$ cat src/rtl/alu_seq_if.sv
// Request/response and ALU-port bundle between the decode stage, alu_seq and the ALU.
// master = requester plus ALU side, slave = the sequencer.
interface alu_seq_if #(
    parameter int BITS  = 32,
    parameter int CBITS = 4
) ();
    logic             IN_VALID;
    logic             IN_READY;
    logic [3:0]       FUNC;
    logic [BITS-1:0]  OPA;
    logic [BITS-1:0]  OPB;
    logic [BITS-1:0]  ALU_A;
    logic [BITS-1:0]  ALU_B;
    logic [CBITS-1:0] ALU_CTL;
    logic [BITS-1:0]  ALU_OUT;
    logic             OUT_VALID;
    logic             OUT_READY;
    logic [BITS-1:0]  RESULT;
    logic             ERR;

    modport master (
        output IN_VALID, FUNC, OPA, OPB, OUT_READY, ALU_OUT,
        input  IN_READY, ALU_A, ALU_B, ALU_CTL, OUT_VALID, RESULT, ERR
    );

    modport slave (
        input  IN_VALID, FUNC, OPA, OPB, OUT_READY, ALU_OUT,
        output IN_READY, ALU_A, ALU_B, ALU_CTL, OUT_VALID, RESULT, ERR
    );
endinterface

$ cat src/rtl/alu_seq.sv
// Sequencing front-end for the combinational ALU: single-cycle ops, shift-add
// multiply through the ALU adder, and a held result with valid/ready output.
module alu_seq #(
    parameter int BITS  = 32,
    parameter int CBITS = 4
) (
    input logic     CLK,
    input logic     RESET,
    alu_seq_if.slave bus
);
    localparam logic [CBITS-1:0] CMD_ADD  = CBITS'(4'b0000);
    localparam logic [CBITS-1:0] CMD_SUB  = CBITS'(4'b0001);
    localparam logic [CBITS-1:0] CMD_LT   = CBITS'(4'b0101);
    localparam logic [CBITS-1:0] CMD_AND  = CBITS'(4'b1000);
    localparam logic [CBITS-1:0] CMD_OR   = CBITS'(4'b1001);
    localparam logic [CBITS-1:0] CMD_XOR  = CBITS'(4'b1010);
    localparam logic [CBITS-1:0] CMD_NAND = CBITS'(4'b1011);
    localparam logic [CBITS-1:0] CMD_NOR  = CBITS'(4'b1100);
    localparam logic [CBITS-1:0] CMD_NXOR = CBITS'(4'b1101);

    localparam logic [3:0] F_LE   = 4'd3;
    localparam logic [3:0] F_NXOR = 4'd9;
    localparam logic [3:0] F_MUL  = 4'd10;

    localparam int            CW        = $clog2(BITS);
    localparam logic [CW-1:0] LAST_ITER = CW'(BITS - 1);

    typedef enum logic [1:0] {S_IDLE, S_EXEC, S_MUL, S_DONE} state_t;

    state_t           r_state;
    state_t           w_next;
    logic [3:0]       r_func;
    logic [BITS-1:0]  r_opa;
    logic [BITS-1:0]  r_opb;
    logic [BITS-1:0]  r_acc;
    logic [BITS-1:0]  r_mcand;
    logic [BITS-1:0]  r_mplier;
    logic [CW-1:0]    r_cnt;
    logic [BITS-1:0]  r_result;
    logic             r_err;

    logic [BITS-1:0]  w_aluA;
    logic [BITS-1:0]  w_aluB;
    logic [CBITS-1:0] w_aluCtl;
    logic [CBITS-1:0] w_cmd;
    logic [BITS-1:0]  w_accNext;

    always_ff @(posedge CLK) begin
        if (RESET) r_state <= S_IDLE;
        else       r_state <= w_next;
    end

    always_comb begin
        w_next = r_state;
        case (r_state)
            S_IDLE: if (bus.IN_VALID) begin
                if (bus.FUNC <= F_NXOR)     w_next = S_EXEC;
                else if (bus.FUNC == F_MUL) w_next = S_MUL;
                else                        w_next = S_DONE;
            end
            S_EXEC: w_next = S_DONE;
            S_MUL:  if (r_cnt == LAST_ITER) w_next = S_DONE;
            S_DONE: if (bus.OUT_READY) w_next = S_IDLE;
            default: w_next = S_IDLE;
        endcase
    end

    always_comb begin
        case (r_func)
            4'd0:    w_cmd = CMD_ADD;
            4'd1:    w_cmd = CMD_SUB;
            4'd2:    w_cmd = CMD_LT;
            4'd3:    w_cmd = CMD_LT;
            4'd4:    w_cmd = CMD_AND;
            4'd5:    w_cmd = CMD_OR;
            4'd6:    w_cmd = CMD_XOR;
            4'd7:    w_cmd = CMD_NAND;
            4'd8:    w_cmd = CMD_NOR;
            4'd9:    w_cmd = CMD_NXOR;
            default: w_cmd = CMD_ADD;
        endcase
    end

    // LE is computed as !(B < A), so the operands are swapped onto the ALU.
    always_comb begin
        w_aluA   = '0;
        w_aluB   = '0;
        w_aluCtl = CMD_ADD;
        case (r_state)
            S_EXEC: begin
                w_aluA   = (r_func == F_LE) ? r_opb : r_opa;
                w_aluB   = (r_func == F_LE) ? r_opa : r_opb;
                w_aluCtl = w_cmd;
            end
            S_MUL: begin
                w_aluA   = r_acc;
                w_aluB   = r_mcand;
                w_aluCtl = CMD_ADD;
            end
            default: ;
        endcase
    end

    assign bus.IN_READY  = (r_state == S_IDLE);
    assign bus.OUT_VALID = (r_state == S_DONE);
    assign bus.ALU_A     = w_aluA;
    assign bus.ALU_B     = w_aluB;
    assign bus.ALU_CTL   = w_aluCtl;
    assign bus.RESULT    = r_result;
    assign bus.ERR       = r_err;

    assign w_accNext = r_mplier[0] ? bus.ALU_OUT : r_acc;

    always_ff @(posedge CLK) begin
        if (RESET) begin
            r_func   <= '0;
            r_opa    <= '0;
            r_opb    <= '0;
            r_acc    <= '0;
            r_mcand  <= '0;
            r_mplier <= '0;
            r_cnt    <= '0;
            r_result <= '0;
            r_err    <= 1'b0;
        end else begin
            case (r_state)
                S_IDLE: if (bus.IN_VALID) begin
                    r_func <= bus.FUNC;
                    r_opa  <= bus.OPA;
                    r_opb  <= bus.OPB;
                    if (bus.FUNC == F_MUL) begin
                        r_acc    <= '0;
                        r_mcand  <= bus.OPA;
                        r_mplier <= bus.OPB;
                        r_cnt    <= '0;
                    end else if (bus.FUNC > F_MUL) begin
                        r_result <= '0;
                        r_err    <= 1'b1;
                    end
                end
                S_EXEC: begin
                    r_result <= (r_func == F_LE) ? {{(BITS-1){1'b0}}, ~bus.ALU_OUT[0]} : bus.ALU_OUT;
                    r_err    <= 1'b0;
                end
                S_MUL: begin
                    r_acc    <= w_accNext;
                    r_mcand  <= r_mcand << 1;
                    r_mplier <= r_mplier >> 1;
                    r_cnt    <= r_cnt + 1'b1;
                    if (r_cnt == LAST_ITER) begin
                        r_result <= w_accNext;
                        r_err    <= 1'b0;
                    end
                end
                default: ;
            endcase
        end
    end
endmodule

$ cat src/flat_wrapper.sv
// flat-port wrapper written by rule: the top's interface ports become plain ports
module alu_seq_flat 
#(
    parameter int BITS  = 32,
    parameter int CBITS = 4
)
  (CLK, RESET, bus_IN_VALID, bus_FUNC, bus_OPA, bus_OPB, bus_OUT_READY, bus_ALU_OUT, bus_IN_READY, bus_ALU_A, bus_ALU_B, bus_ALU_CTL, bus_OUT_VALID, bus_RESULT, bus_ERR);
  alu_seq_if #(.BITS(BITS), .CBITS(CBITS)) bus_i ();
  input logic CLK;
  input logic RESET;
  input wire logic [$bits(bus_i.IN_VALID)-1:0] bus_IN_VALID;
  input wire logic [$bits(bus_i.FUNC)-1:0] bus_FUNC;
  input wire logic [$bits(bus_i.OPA)-1:0] bus_OPA;
  input wire logic [$bits(bus_i.OPB)-1:0] bus_OPB;
  input wire logic [$bits(bus_i.OUT_READY)-1:0] bus_OUT_READY;
  input wire logic [$bits(bus_i.ALU_OUT)-1:0] bus_ALU_OUT;
  output wire logic [$bits(bus_i.IN_READY)-1:0] bus_IN_READY;
  output wire logic [$bits(bus_i.ALU_A)-1:0] bus_ALU_A;
  output wire logic [$bits(bus_i.ALU_B)-1:0] bus_ALU_B;
  output wire logic [$bits(bus_i.ALU_CTL)-1:0] bus_ALU_CTL;
  output wire logic [$bits(bus_i.OUT_VALID)-1:0] bus_OUT_VALID;
  output wire logic [$bits(bus_i.RESULT)-1:0] bus_RESULT;
  output wire logic [$bits(bus_i.ERR)-1:0] bus_ERR;
  assign bus_i.IN_VALID = bus_IN_VALID;
  assign bus_i.FUNC = bus_FUNC;
  assign bus_i.OPA = bus_OPA;
  assign bus_i.OPB = bus_OPB;
  assign bus_i.OUT_READY = bus_OUT_READY;
  assign bus_i.ALU_OUT = bus_ALU_OUT;
  assign bus_IN_READY = bus_i.IN_READY;
  assign bus_ALU_A = bus_i.ALU_A;
  assign bus_ALU_B = bus_i.ALU_B;
  assign bus_ALU_CTL = bus_i.ALU_CTL;
  assign bus_OUT_VALID = bus_i.OUT_VALID;
  assign bus_RESULT = bus_i.RESULT;
  assign bus_ERR = bus_i.ERR;
  alu_seq #(.BITS(BITS), .CBITS(CBITS)) u_core (.CLK(CLK), .RESET(RESET), .bus(bus_i));
endmodule
$ cat config.mk
export PLATFORM = sky130hd
export DESIGN_NAME = alu_seq_flat
export DESIGN_NICKNAME = d
export VERILOG_FILES = /design/src/rtl/alu_seq_if.sv /design/src/rtl/alu_seq.sv /design/src/flat_wrapper.sv
export SDC_FILE = /design/constraint.sdc
export NUM_CORES = 1
export LEC_CHECK = 0
export CORE_MARGIN = 2
export CORE_UTILIZATION = 55
export DETAILED_ROUTE_END_ITERATION = 16
export GPL_ROUTABILITY_DRIVEN = 0
export PLACE_DENSITY_LB_ADDON = 0.05
export SYNTH_ARGS = -nofsm -noshare
export SYNTH_HDL_FRONTEND = slang
export SYNTH_SLANG_ARGS = --single-unit
$ cat constraint.sdc
create_clock -name CLK -period 2.8 [get_ports CLK]
set_input_delay 0.56 -clock CLK [delete_from_list [all_inputs] [get_ports CLK]]
set_output_delay 0.56 -clock CLK [all_outputs]
set_load 0.05 [all_outputs]
* Word-level counts from Yosys, hierarchy flattened *
Memory sizes are Yosys's and may differ from the RTL's. A register that Yosys moved wholly into a read port is not among the register bits.
Cells that the tools add are included.

word-level totals
  register bits after elaboration = 204
  ROM bits = 64
  input bits = 104
  output and inout bits = 103
  word-level logic and storage cells = 71
  memories = 1

memories
  memory           words  width  read ports  clocked after Yosys merged registers in  write ports  RTL line       RTL
  (no name shown)  16     4      1           1                                        0            alu_seq.sv:69  case (r_func)

operators by class
  add/subtract/negate cells = 1
  $lt $le $gt $ge = 2
  equal/unequal tests = 12
  multiplexer cells = 37
  bitwise logic cells = 1
  reductions and logical operators = 7

operators by type and width
  kind                                                              count
  32-bit two-way mux                                                14
  32-bit one-hot mux with 2 select lines                            5
  32-bit one-hot mux with 3 select lines                            1
  4-bit two-way mux                                                 3
  5-bit two-way mux                                                 2
  5-bit one-hot mux with 2 select lines                             1
  2-bit two-way mux                                                 4
  2-bit one-hot mux with 4 select lines                             1
  2-bit by 1-bit != test with 1-bit output (second input constant)  3
  2-bit != test (second input constant)                             3
  3-bit AND reduction                                               2
  5-bit by 1-bit adder with 5-bit output (second input constant)    1
  5-bit == test (second input constant)                             1
  1-bit two-way mux                                                 5
  5-bit AND reduction                                               1
  2-bit == test (second input constant)                             2
  4-bit by 2-bit == test with 1-bit output (second input constant)  1
  4-bit == test (second input constant)                             1
  4-bit greater-than comparator (second input constant)             1
  4-bit <= comparator (second input constant)                       1
  1-bit one-hot mux with 3 select lines                             1
  3-bit nonzero test                                                1
  2-bit by 1-bit == test with 1-bit output (second input constant)  1
  2-bit zero test                                                   1
  3 further kinds                                                   3

* Depth between registers and ports, before layout *
  depth after elaboration = 5
  gate-level depth with buffers = 9

* Worst setup path after synthesis *
No wires, ideal clock.

  kind = reg-to-output
  start point = register u_core.r_state[1]
  end point = output bus_ALU_A[25]
  arrival = 2005 ps
  data required time = 2240 ps
  path slack = 235 ps
  stages on the path, launching flop included = 8
  path buffers = 3
  cells stage by stage = dfxtp_1 -> inv_1 -> ha_1 -> clkbuf_1 -> clkbuf_1 -> clkbuf_1 -> a22oi_1 -> nor2_1

on the way
  cells in the longest elaborated chain, start to end = 2
  elaborated cells between the ends (all ways) = 3

ends and longest elaborated chain
  item                                                                       RTL line            RTL
  start: declaration                                                         alu_seq.sv:30       state_t r_state;
  start signal: assignment                                                   alu_seq.sv:50       else r_state <= w_next;
  2-bit == test or 2-bit by 1-bit == test with 1-bit output (tied branches)  alu_seq.sv:89       case (r_state)
  32-bit one-hot mux with 2 select lines *                                   alu_seq.sv:89
  end: declaration                                                           flat_wrapper.sv:18  output wire logic [$bits(bus_i.ALU_A)-1:0] bus_ALU_A;

Mark *: on every way between the ends. The rest lies on a longest branch, timed or not.

* Worst setup path after layout *
  start point = register u_core.r_func[3]
  end point = output bus_ALU_B[1]

on the way
  cells in the longest elaborated chain, start to end = 3

ends and longest elaborated chain
  item                                      RTL line            RTL
  start: declaration                        alu_seq.sv:32       logic [3:0] r_func;
  start signal: assignment                  alu_seq.sv:128      r_func <= bus.FUNC;
  4-bit by 2-bit == test with 1-bit output  alu_seq.sv:92       w_aluB = (r_func == F_LE) ? r_opa : r_opb;
  32-bit two-way mux                        alu_seq.sv:92
  32-bit one-hot mux with 2 select lines    alu_seq.sv:89
  end: declaration                          flat_wrapper.sv:19  output wire logic [$bits(bus_i.ALU_B)-1:0] bus_ALU_B;

No other way between the ends.

==> reports/qor.txt <==
max frequency -> 0.351 GHz
Bufs on Longest Clock Path -> 3
drt first pass iters -> 5
die span in x -> 138 µm
Synth Register Bits -> 208
crit path kind -> reg2out
Initial Utilization -> 55.7%
port bufs -> 206
RSZ-0062 raised after global routing -> yes
pre-CTS setup slack -> -28.9 ps
Layout area overhead -> 35.9%
critical path arrival -> 2290 ps
CP Launch Type -> register
nets -> 1418
top_reg_cell synth -> dfxtp_1
CTS Buf Count -> 23
number of vias after detailed routing -> 9377
Die ar. -> 0.0192 mm²
Remaining DRCs -> 0
fillers -> 1334
CP required -> 2240 ps
fraction of registers with async set/reset -> 0%
Die Y-Extent -> 138 µm
DRT iter0 DRCs -> 621
Setup WS post-layout -> -51.7 ps
Ys Warns -> 0
largest net degree at the start of global routing -> 78
antenna-violating nets left -> 0
DRT Wirelength -> 30300 µm
ANT cells -> 0
max-slew violation count -> 0
mean post-synth cell area -> 8.73 µm²
fraction of layout cells with a size suffix above 1 -> 20.8%
Register Area -> 0.00417 mm²
Hold Path Class -> in2reg
Post-Layout Cell Count -> 1554
TritonCTS Sinks -> 208
root buffer cell -> clkbuf_16
Tot Pwr -> 12000 µW
CTS tree -> built
number of synthesized flops with an enable pin -> 0
Site Rows -> 49
ratio of total power to cell area -> 887 mW/mm²
worst-path fanout max -> 9
dpl hpwl -> 18900 µm
maxcap violations -> 0
failing checks -> setup timing
Final Hold Fails -> 0
vias in the first global route -> 8553
Final Cycle Share -> 102%
global-route wire length before repair -> 45300 µm
mapped cell area -> 0.00993 mm²
Multi-input gate area -> 0.00560 mm²
worst skew pair latency -> 510 ps
Slew HR -> 40.1%
Leak -> 0.00517 µW
H-Tree Depth -> 1
vias per inst -> 6.03
Clock transition at path regs -> 60 ps
placed cell count -> 1503
worst-margin pin slew -> 896 ps
grt total ovfl -> 0
Worst VDD drop -> 0.000761 V
worst clock skew -> 9.87 ps
register area share after synthesis -> 41.9%
status -> complete, but fails checks
Avg WL per Cell -> 19.5 µm
CP Capture Type -> output port
Final min period -> 2850 ps
Unique masters post-synth -> 51
Ports -> 207
final setup vio count -> 32
cells after synthesis -> 1138
post-synth net total -> 1248
core area -> 0.0178 mm²
Total GRT Usage -> 28.7%
antenna violations before repair -> 0
-- where the power goes --
part	internal [µW]	total (µW)	leakage, µW	switching [µW]
clock	1810	3020	0.000373	1210
combinational	1730	5140	0.00310	3410
sequential	3500	3820	0.00169	324
total	7040	12000	0.00517	4950
-- Yosys cell counts, drive strengths merged, types with 8 or more instances --
library cell | count | area share, %
inv | 9 | 0.34
clkbuf | 42 | 1.6
a21o | 32 | 2.4
a22oi | 69 | 5.2
buf | 62 | 3.2
a211oi | 33 | 2.5
a22o | 63 | 5.6
o21ai | 32 | 1.6
dfxtp | 208 | 42
mux2 | 66 | 7.5
nor2 | 132 | 5.0
mux2i | 63 | 6.3
nand3 | 8 | 0.40
nand2 | 140 | 5.3
a21oi | 131 | 6.8
-- path summary, 6_finish.rpt --
check | depth (start not counted) | slack (ps) | to | start
max | 7 | -50 | bus_ALU_B[1] | u_core.r_func[3]
min | 2 | 350 | u_core.r_func[3] | RESET
max reg2reg | 8 | 500 | u_core.r_mcand[16] | u_core.r_state[0]
min reg2reg | 2 | 460 | u_core.r_cnt[4] | u_core.r_cnt[4]
-- repair_timing --
| item | CTS | global route |
|---|---|---|
| setup buffers | 0 | 2 |
| hold buffers | 0 | 0 |
| endpoints found under the setup margin | 45 | 68 |
| pin swaps | 0 | 1 |
| resized for setup | 18 | 106 |
| cloned | 0 | 7 |
| hold endpoints to repair | 0 | 0 |
-- routing by layer --
layer | up-vias | wire length, µm | GRT usage, % | share of wire [%]
li1 | 4432 | - | - | -
met1 | 4512 | 12600 | 37.2 | 42
met2 | 366 | 14600 | 48.4 | 48
met3 | 67 | 1920 | 4.16 | 6.3
met4 | 0 | 1190 | 11.2 | 3.9
met5 | - | 0 | 0 | 0
-- area by class of cell --
cell class	count	share of cell area, %
inverter	9	0.250
clock buffer	34	4.86
multi-input combinational	817	41.4
timing repair buffer	249	19.8
sequential	208	30.8
clock inverter	8	0.723
tap	229	2.12
-- state kept, by name, indices dropped and copies added (netlist names) --
| signal | cells |
|---|---|
| u_core.bus.ERR | 1 |
| u_core.r_mcand | 32 |
| u_core.r_acc | 32 |
| u_core.bus.RESULT | 32 |
| u_core.r_state | 2 |
| u_core.r_cnt | 5 |
| u_core.r_opa | 32 |
| u_core.r_mplier | 32 |
| u_core.r_opb | 32 |
| u_core.r_func | 4 |
| u_core.w_cmd | 4 |
-- worst max-delay path, cell delays in order (launching register included) --
cell	delay, ps
dfxtp_1	310
and4bb_4	340
buf_12	160
buf_6	170
mux2_2	340
a22oi_1	140
nor2_1	110
buf_6	190
-- cell families after synthesis --
family,share of synthesized area (%)
AO/OA/AOI/OAI,25.4
buffers and inverters,5.14
flip-flops,41.9
adder cells (fa/ha/maj),0.756
AND/OR/NAND/NOR,12.7
multiplexers,13.8
XOR/XNOR,0.265
-- placed cells by master (no fill, tap or decap), types with 4 or more instances in the layout --
master and n:
dfxtp_1 207, nand2_1 139, clkdlybuf4s50_1 136, a21oi_1 128
nor2_1 124, mux2i_1 63, a22o_1 63, buf_6 54
mux2_2 46, buf_4 38, a22oi_2 36, a22oi_1 33
o21ai_0 32, a211oi_1 32, a21o_1 31, clkbuf_16 28
mux2_4 20, buf_12 12, nand3_1 8, nor2_2 8
inv_1 8, clkbuf_1 7, and2_1 5, clkinv_2 4
clkbuf_8 4, dlymetal6s2s_1 4
-- through the flow --
stage / util (%) / instance area [µm²] / setup TNS [ps] / hold WS, ps
2_1_floorplan: - / 9930 / 0 / 436
3_3_place_gp: 67.7 / 12100 / 0 / 444
3_5_place_dp: 67.7 / 12100 / -177 / 450
4_1_cts: 72.3 / 12900 / -669 / 336
5_1_grt: 75.7 / 13500 / -2700 / 360
6_report: 75.7 / 13500 / -777 / 351
Note: power is estimated with default switching activity, not from simulation.
